===== src/rtl/wb_master_burst.sv =====
// Wishbone B4 master engine: single or incrementing-burst transfers with RTY retry and ERR abort.
// Optional per-beat watchdog is built when WB_MASTER_TIMEOUT_EN is defined.
module wb_master_burst #(
  parameter int dw          = 32,
  parameter int aw          = 32,
  parameter int MAX_BURST   = 16,
  parameter int LW          = $clog2(MAX_BURST),
  parameter int RETRY_LIMIT = 3,
  parameter int TIMEOUT     = 256
) (
  input  logic          wb_clk,
  input  logic          wb_rst,
  output logic [aw-1:0] wb_m_adr_o,
  output logic [dw-1:0] wb_m_dat_o,
  output logic [3:0]    wb_m_sel_o,
  output logic          wb_m_we_o,
  output logic          wb_m_cyc_o,
  output logic          wb_m_stb_o,
  output logic [2:0]    wb_m_cti_o,
  output logic [1:0]    wb_m_bte_o,
  input  logic [dw-1:0] wb_m_dat_i,
  input  logic          wb_m_ack_i,
  input  logic          wb_m_err_i,
  input  logic          wb_m_rty_i,
  input  logic          start,
  input  logic [aw-1:0] address,
  input  logic [3:0]    selection,
  input  logic          write,
  input  logic [LW-1:0] burst_len,
  input  logic [dw-1:0] data_wr,
  output logic          wr_next,
  output logic [dw-1:0] data_rd,
  output logic          rd_valid,
  output logic          active,
  output logic          done,
  output logic          error,
  output logic          timeout
);

  typedef enum logic [1:0] {IDLE, BUS, RWAIT, DONE} state_t;

  localparam int RW = $clog2(RETRY_LIMIT + 2);
  localparam logic [RW-1:0] RTY_LIM = RW'(RETRY_LIMIT);

  state_t          state, state_nxt;
  logic [aw-1:0]   adr_q;
  logic [3:0]      sel_q;
  logic            we_q;
  logic [LW-1:0]   len_q;
  logic [LW-1:0]   beat_q;
  logic [RW-1:0]   rty_q;
  logic            error_q;
  logic            wr_next_p1;
  logic            rd_valid_p1;
  logic [dw-1:0]   data_rd_p1;
  logic            last_beat;
  logic            bus_ack, bus_rty, bus_err, rty_abort;
  logic            tmo_hit;

  // ERR outranks RTY, which outranks ACK
  assign bus_err   = (state == BUS) && wb_m_err_i;
  assign bus_rty   = (state == BUS) && wb_m_rty_i && !wb_m_err_i;
  assign bus_ack   = (state == BUS) && wb_m_ack_i && !wb_m_err_i && !wb_m_rty_i;
  assign rty_abort = (rty_q >= RTY_LIM);
  assign last_beat = (beat_q == len_q);

`ifdef WB_MASTER_TIMEOUT_EN
  localparam int TW = $clog2(TIMEOUT + 1);
  logic [TW-1:0] tmo_q;
  logic          timeout_q;
  logic          bus_quiet;

  assign bus_quiet = (state == BUS) && !wb_m_ack_i && !wb_m_err_i && !wb_m_rty_i;
  assign tmo_hit   = bus_quiet && (tmo_q == TW'(TIMEOUT - 1));

  // Counter only runs through silent BUS cycles; any other state or response clears it
  always_ff @(posedge wb_clk) begin
    if (wb_rst) begin
      tmo_q     <= '0;
      timeout_q <= 1'b0;
    end else begin
      if (state == IDLE && start) timeout_q <= 1'b0;
      if (tmo_hit) timeout_q <= 1'b1;
      if (bus_quiet) tmo_q <= tmo_q + 1'b1;
      else           tmo_q <= '0;
    end
  end

  assign timeout = timeout_q;
`else
  // No watchdog in this build: a silent slave holds BUS indefinitely
  assign tmo_hit = (TIMEOUT < 0);
  assign timeout = 1'b0;
`endif

  always_ff @(posedge wb_clk) begin
    if (wb_rst) state <= IDLE;
    else        state <= state_nxt;
  end

  always_comb begin
    state_nxt = state;
    case (state)
      IDLE:  if (start) state_nxt = BUS;
      BUS: begin
        if (bus_err)                   state_nxt = DONE;
        else if (bus_rty)              state_nxt = rty_abort ? DONE : RWAIT;
        else if (bus_ack && last_beat) state_nxt = DONE;
        else if (tmo_hit)              state_nxt = DONE;
      end
      RWAIT: state_nxt = BUS;
      DONE:  state_nxt = IDLE;
      default: state_nxt = IDLE;
    endcase
  end

  // Response stage: beat handshakes become the _p1 pulses one cycle later
  always_ff @(posedge wb_clk) begin
    if (wb_rst) begin
      adr_q       <= '0;
      sel_q       <= '0;
      we_q        <= 1'b0;
      len_q       <= '0;
      beat_q      <= '0;
      rty_q       <= '0;
      error_q     <= 1'b0;
      wr_next_p1  <= 1'b0;
      rd_valid_p1 <= 1'b0;
      data_rd_p1  <= '0;
    end else begin
      wr_next_p1  <= bus_ack && we_q;
      rd_valid_p1 <= bus_ack && !we_q;
      if (bus_ack && !we_q) data_rd_p1 <= wb_m_dat_i;
      if (state == IDLE && start) begin
        adr_q   <= address;
        sel_q   <= selection;
        we_q    <= write;
        len_q   <= burst_len;
        beat_q  <= '0;
        rty_q   <= '0;
        error_q <= 1'b0;
      end
      if (bus_ack) begin
        adr_q  <= adr_q + aw'(4);
        beat_q <= beat_q + 1'b1;
        rty_q  <= '0;
      end
      if (bus_rty && !rty_abort) rty_q <= rty_q + 1'b1;
      if (bus_err || (bus_rty && rty_abort) || tmo_hit) error_q <= 1'b1;
    end
  end

  always_comb begin
    wb_m_cyc_o = 1'b0;
    wb_m_stb_o = 1'b0;
    wb_m_cti_o = 3'b000;
    wb_m_dat_o = '0;
    active     = 1'b0;
    done       = 1'b0;
    case (state)
      BUS: begin
        wb_m_cyc_o = 1'b1;
        wb_m_stb_o = 1'b1;
        active     = 1'b1;
        if (len_q != '0) wb_m_cti_o = last_beat ? 3'b111 : 3'b010;
        if (we_q) wb_m_dat_o = data_wr;
      end
      RWAIT:   active = 1'b1;
      DONE:    done   = 1'b1;
      default: ;
    endcase
  end

  assign wb_m_adr_o = adr_q;
  assign wb_m_sel_o = sel_q;
  assign wb_m_we_o  = we_q;
  assign wb_m_bte_o = 2'b00;
  assign wr_next    = wr_next_p1;
  assign rd_valid   = rd_valid_p1;
  assign data_rd    = data_rd_p1;
  assign error      = error_q;

endmodule


===== config.mk =====
export PLATFORM = sky130hd
export DESIGN_NAME = wb_master_burst
export DESIGN_NICKNAME = d
export VERILOG_FILES = /design/src/rtl/wb_master_burst.sv
export SDC_FILE = /design/constraint.sdc
export NUM_CORES = 1
export LEC_CHECK = 0
export ABC_AREA = 1
export CORE_ASPECT_RATIO = 0.75
export CORE_UTILIZATION = 45
export CTS_CLUSTER_DIAMETER = 60
export DETAILED_ROUTE_END_ITERATION = 8
export PLACE_DENSITY = 0.87
export SKIP_LAST_GASP = 1
export SYNTH_ARGS = -nofsm -noshare
export SYNTH_HDL_FRONTEND = slang
export SYNTH_SLANG_ARGS = --single-unit
export TNS_END_PERCENT = 30

===== constraint.sdc =====
create_clock -name wb_clk -period 2.8 [get_ports wb_clk]
set_clock_uncertainty 0.2 [all_clocks]
set_input_delay 0.42 -clock wb_clk [delete_from_list [all_inputs] [get_ports wb_clk]]
set_output_delay 0.42 -clock wb_clk [all_outputs]
set_load 0.1 [all_outputs]

==> impl_metrics.csv, run 1 <==
group,metric,value,unit
outcome,status,"finished clean",
clock_network,post_cts_buffers,0,
logic_synthesis,synth_seq_area_share,0.362,
cells_and_area,antenna_cells,0,
placed_design,gp_congestion,0.945,
power_and_ir_drop,ir_drop,0.512,mV
sta,tns,0,ns
sta,min_period_over_period,0.911,
floorplanning,initial_core_util,0.475,
clock_network,path_clk_slew,0.07,ns
setup_path,crit_type,"flip-flop to primary output",
hold_path,hold_path_class,"flip-flop to flip-flop",
global_route,antenna_found_initial,0,
placed_design,dp_hpwl,11500,um
floorplanning,dieArea,10900,um^2
setup_path,worst_setup_path_start_kind,"flip-flop",
sta,rsz0062_at_grt,"false",
floorplanning,fp.dieH,90.5,um
floorplanning,core_area,9890,um^2
sta,hold_violations,0,
flow_run,cap_violations,0,
global_route,grt.total_usage,0.284,
sta,maxSlewViolCount,0,
detailed_routing,post_drt_via_cell_ratio,4.96,
floorplanning,io_pins,225,
floorplanning,placementRows,31,
floorplanning,die_x,120,um
cells_and_area,fin_nets,1067,
setup_path,worstPathArrival,1.93,ns
detailed_routing,first_iter_violations,463,
sta,fmax,392,MHz
cells_and_area,syn2layout_area_growth,61.8,%
logic_synthesis,syn_inst,741,
detailed_routing,remaining_drc_errors,0,
detailed_routing,vias,5386,
clock_network,cts_hold_buf,0,
logic_synthesis,synthesis.area,4700,um^2
detailed_routing,wire_per_inst,14.0,um
logic_synthesis,synth-seq-cells,85,
clock_network,clock_sinks,85,
setup_path,crit_fanout,32,
power_and_ir_drop,total_leakage_power,3.20,nW
logic_synthesis,yosysWarnings,0,
logic_synthesis,avgSynthCellArea,6.35,um^2
cells_and_area,drive_gt1_frac,0.198,
clock_network,cts-root-buf,"clkbuf_16",
clock_network,clockBufferDepth,2,
detailed_routing,postRouteAntennaNets,0,
logic_synthesis,synth_cell_types,36,
global_route,grt_overflow_total,0,
clock_network,cts_resized,0,
sta,worst_pin_slew,0.684,ns
clock_network,cts_tree,"done",
sta,finalCriticalPeriod,2.55,ns
setup_path,end_kind,"primary output",
global_route,grt_pass1_wl,25000,um
sta,setup-violations-final,0,
global_route,grt_max_degree,65,
clock_network,clk_latency,0.33,ns
global_route,grt_pass1_vias,5141,
cells_and_area,final_core_util,0.769,
sta,slew_headroom,0.544,
clock_network,htree_levels,3,
power_and_ir_drop,power.density,664,nW/um^2
placed_design,io_buffers,221,
clock_network,cts_buffers,9,
setup_path,cp.required,2.18,ns
detailed_routing,firstDrtPassIters,5,
detailed_routing,drt-total-wl,15200,um
==> per-stage QoR <==
step	cells	hold WS, ns	power, mW	setup slack [ns]	instance area, um^2
2_1_floorplan	743	0.239	2.98	-0.224	4850
3_3_place_gp	1069	0.250	3.53	0.486	7230
3_5_place_dp	1069	0.252	3.56	0.424	7230
4_1_cts	1085	0.264	5.06	0.222	7610
5_1_grt	1085	0.273	5.24	0.104	7610
6_report	1085	0.266	5.05	0.248	7610
==> power breakdown <==
group          switching (mW)  internal (mW)
clock                   0.497           1.01
sequential              0.121           1.32
combinational            1.52          0.574
total                    2.14           2.91
==> cells in the mapped netlist, drive strengths merged <==
| cell type | n | area (um^2) |
|---|---|---|
| a211oi | 1 | 7.51 |
| a21oi | 68 | 340 |
| a31oi | 8 | 50.1 |
| and2 | 1 | 6.26 |
| and3 | 2 | 12.5 |
| buf | 18 | 151 |
| clkbuf | 18 | 67.6 |
| clkinv | 1 | 3.75 |
| conb | 1 | 3.75 |
| dfxtp | 85 | 1700 |
| ha | 8 | 100 |
| inv | 107 | 402 |
| nand2 | 192 | 731 |
| nand3 | 73 | 370 |
| nand3b | 1 | 7.51 |
| nand4 | 3 | 18.8 |
| nor2 | 102 | 429 |
| nor3 | 4 | 25.0 |
| o211ai | 3 | 22.5 |
| o21ai | 35 | 175 |
| o21bai | 3 | 22.5 |
| o31ai | 2 | 15.0 |
| or2 | 2 | 12.5 |
| xnor2 | 1 | 8.76 |
| xor2 | 2 | 17.5 |
==> cell type report <==
| class | count | area, um^2 |
|---|---|---|
| fill | 727 | 2280 |
| clock buffer | 11 | 253 |
| inverter | 108 | 405 |
| timing repair buffer | 230 | 2420 |
| sequential | 85 | 1700 |
| tap | 132 | 165 |
| clock inverter | 5 | 129 |
| multi-input combinational | 514 | 2530 |
==> worst max-delay path, cell delays in order (launching register included) <==
cell and delay [ns]:
dfxtp_1 0.37, inv_1 0.11, ha_4 0.21, nand2_2 0.07, buf_4 0.48, nor2_1 0.15
buf_12 0.20
==> sequential cells by signal, summed over array words and instances (netlist names), 2 cells and up <==
signal / cells
beat_q: 4
data_rd: 32
len_q: 4
rty_q: 3
state: 2
wb_m_adr_o: 32
wb_m_sel_o: 4
==> final timing paths <==
kind | start | endpoint | slack, ns | cells after the start
min reg2reg | data_rd[22] | data_rd[22] | 0.27 | 2
min | data_rd[22] | data_rd[22] | 0.27 | 2
max reg2reg | state[0] | rty_q[2] | 0.63 | 9
max | state[1] | wb_m_dat_o[31] | 0.25 | 6
==> metal layers <==
metal	vias to the layer above	track usage	part of all wire
li1	2733	-	-
met1	2434	0.329	0.40
met2	199	0.492	0.50
met3	20	0.102	0.086
met4	0	0.0771	0.019
met5	-	0	0
==> cell usage in the layout (no fill, tap or decap), types with 4 or more instances in the layout <==
| cell | instances |
|---|---|
| nand2_1 | 187 |
| clkdlybuf4s50_1 | 109 |
| inv_1 | 105 |
| buf_4 | 86 |
| dfxtp_1 | 84 |
| nand3_1 | 72 |
| a21oi_1 | 67 |
| nor2_1 | 65 |
| buf_12 | 34 |
| nor2_2 | 25 |
| o21ai_0 | 24 |
| nor2_4 | 11 |
| o21ai_1 | 11 |
| clkbuf_16 | 9 |
| a31oi_1 | 8 |
| ha_1 | 7 |
| nand2_2 | 5 |
| bufinv_16 | 4 |
==> cells by family (layout without fill, tap and decap cells) <==
kind of cell,after synthesis,in the layout,share of synthesized area
AND/OR/NAND/NOR,380,380,0.343
buffers and inverters,144,354,0.133
AO/OA/AOI/OAI,120,120,0.135
flip-flops,85,85,0.362
adder cells (fa/ha/maj),8,8,0.0213
XOR/XNOR,3,3,0.00559
other,1,3,0.000798
(Power assumes the default switching activity.)
==> inputs of run 2 (changes only) <==
Settings changed: REMOVE_ABC_BUFFERS from default to 1.
==> run 2 against run 1 <==
Effect of this change: sequential cell count stayed put; largest cell class is now buffers; critical path depth did not move; total power decreased by 7.8%.
==> impl_metrics.csv, run 2 (synthesis gave the netlist of run 1 again) <==
group,metric,value,unit
clock_network,cts_tree,"done",
floorplanning,placementRows,31,
floorplanning,core_area,9890,um^2
placed_design,io_buffers,221,
global_route,grt_pass1_vias,5040,
power_and_ir_drop,ir_drop,0.602,mV
cells_and_area,syn2layout_area_growth,56.5,%
setup_path,crit_fanout,8,
cells_and_area,instances_no_fill,1084,
detailed_routing,postRouteAntennaNets,0,
sta,setup-violations-final,0,
setup_path,worst_setup_path_start_kind,"flip-flop",
outcome,status,"finished clean",
cells_and_area,drive_gt1_frac,0.161,
clock_network,post_cts_buffers,0,
sta,min_period_over_period,0.934,
clock_network,cts_buffers,9,
detailed_routing,drt-total-wl,15400,um
clock_network,path_clk_slew,0.07,ns
placed_design,dp_cells,1068,
floorplanning,die_x,120,um
global_route,grt_pass1_wl,25300,um
clock_network,clk_latency,0.34,ns
floorplanning,io_pins,225,
placed_design,gp_congestion,0.864,
detailed_routing,remaining_drc_errors,0,
sta,rsz0062_at_grt,"false",
global_route,grt_max_degree,65,
sta,finalCriticalPeriod,2.61,ns
setup_path,worstPathArrival,1.99,ns
detailed_routing,wire_per_inst,14.2,um
setup_path,cp.required,2.18,ns
sta,maxSlewViolCount,0,
sta,hold_violations,0,
global_route,grt.total_usage,0.289,
power_and_ir_drop,total_leakage_power,3.15,nW
cells_and_area,fin_nets,1066,
detailed_routing,firstDrtPassIters,5,
cells_and_area,mostFrequentLayoutCells,"188 x nand2_1, 109 x clkdlybuf4s50_1, 105 x inv_1",
detailed_routing,vias,5352,
setup_path,end_kind,"primary output",
floorplanning,dieArea,10900,um^2
detailed_routing,first_iter_violations,480,
global_route,grt_overflow_total,0,
floorplanning,initial_core_util,0.475,
sta,hold-worst-slack,0.262,ns
detailed_routing,post_drt_via_cell_ratio,4.94,
clock_network,clockBufferDepth,2,
floorplanning,fp.dieH,90.5,um
sta,worst_pin_slew,0.758,ns
setup_path,crit_type,"flip-flop to primary output",
global_route,antenna_found_initial,0,
sta,fmax,383,MHz
sta,slew_headroom,0.494,
clock_network,clock_sinks,85,
hold_path,hold_path_class,"flip-flop to flip-flop",
clock_network,htree_levels,3,
clock_network,cts_resized,0,
placed_design,dp_hpwl,11500,um
clock_network,cts_hold_buf,0,
cells_and_area,antenna_cells,0,
flow_run,cap_violations,0,
power_and_ir_drop,power.density,632,nW/um^2
cells_and_area,mostFrequentLayoutCell,"nand2_1",
clock_network,cts-root-buf,"clkbuf_16",
run 2: changes by cell type in the layout (fill, tap and decap cells not counted), moves of 2 or more:
cell / change
nor2_1: +30
bufinv_16: -4
nor2_4: -8
clkinv_4: +2
nor2_2: -22
inv_6: +2
run 2: metal layers:
metal  track usage  up-vias  part of all wire
met1         0.388     2402              0.45
li1              -     2741                 -
met3        0.0593       17             0.066
met4        0.0708        0             0.012
met2         0.471      192              0.48
met5             0        -                 0
run 2: worst paths after layout:
path / cells past startpoint / slack (ns) / endpoint / from
setup reg to reg: 10 / 0.39 / wb_m_adr_o[6] / state[1]
setup / recovery: 6 / 0.19 / wb_m_cti_o[0] / state[1]
hold reg to reg: 2 / 0.26 / data_rd[27] / data_rd[27]
hold / removal: 2 / 0.26 / data_rd[27] / data_rd[27]
run 2: worst max-delay path: stages (launching register included):
cell	delay, ns
dfxtp_1	0.33
inv_1	0.10
ha_1	0.37
inv_1	0.11
a21oi_1	0.16
and3_1	0.36
buf_12	0.22
run 2: report_power, final:
| part | switching (mW) | internal [mW] | leakage, nW |
|---|---|---|---|
| logic | 1.50 | 0.553 | 2.32 |
| clock network | 0.520 | 0.638 | 0.140 |
| registers | 0.121 | 1.32 | 0.692 |
run 2: area by class of cell:
cell class | instances | area [um^2]
well taps | 132 | 165
flip-flops and latches | 85 | 1700
repair buffers | 229 | 2410
fillers | 787 | 2530
clock buffers | 10 | 239
clock inverters | 6 | 51.3
multi-input cells | 514 | 2380
inverters | 108 | 405
run 2: per-stage QoR:
| stage | total power, mW | instance area [um^2] | worst slack, ns | util | setup TNS, ns |
|---|---|---|---|---|---|
| 6_report | 4.65 | 7360 | 0.186 | 0.744 | 0 |
| 5_1_grt | 4.82 | 7360 | 0.0684 | 0.744 | 0 |
| 4_1_cts | 4.65 | 7360 | 0.217 | 0.744 | 0 |
| 3_5_place_dp | 3.51 | 7070 | 0.207 | 0.715 | 0 |
| 3_3_place_gp | 3.49 | 7070 | 0.215 | 0.715 | 0 |
| 2_1_floorplan | 2.87 | 4490 | -3.14 | - | -153.74 |
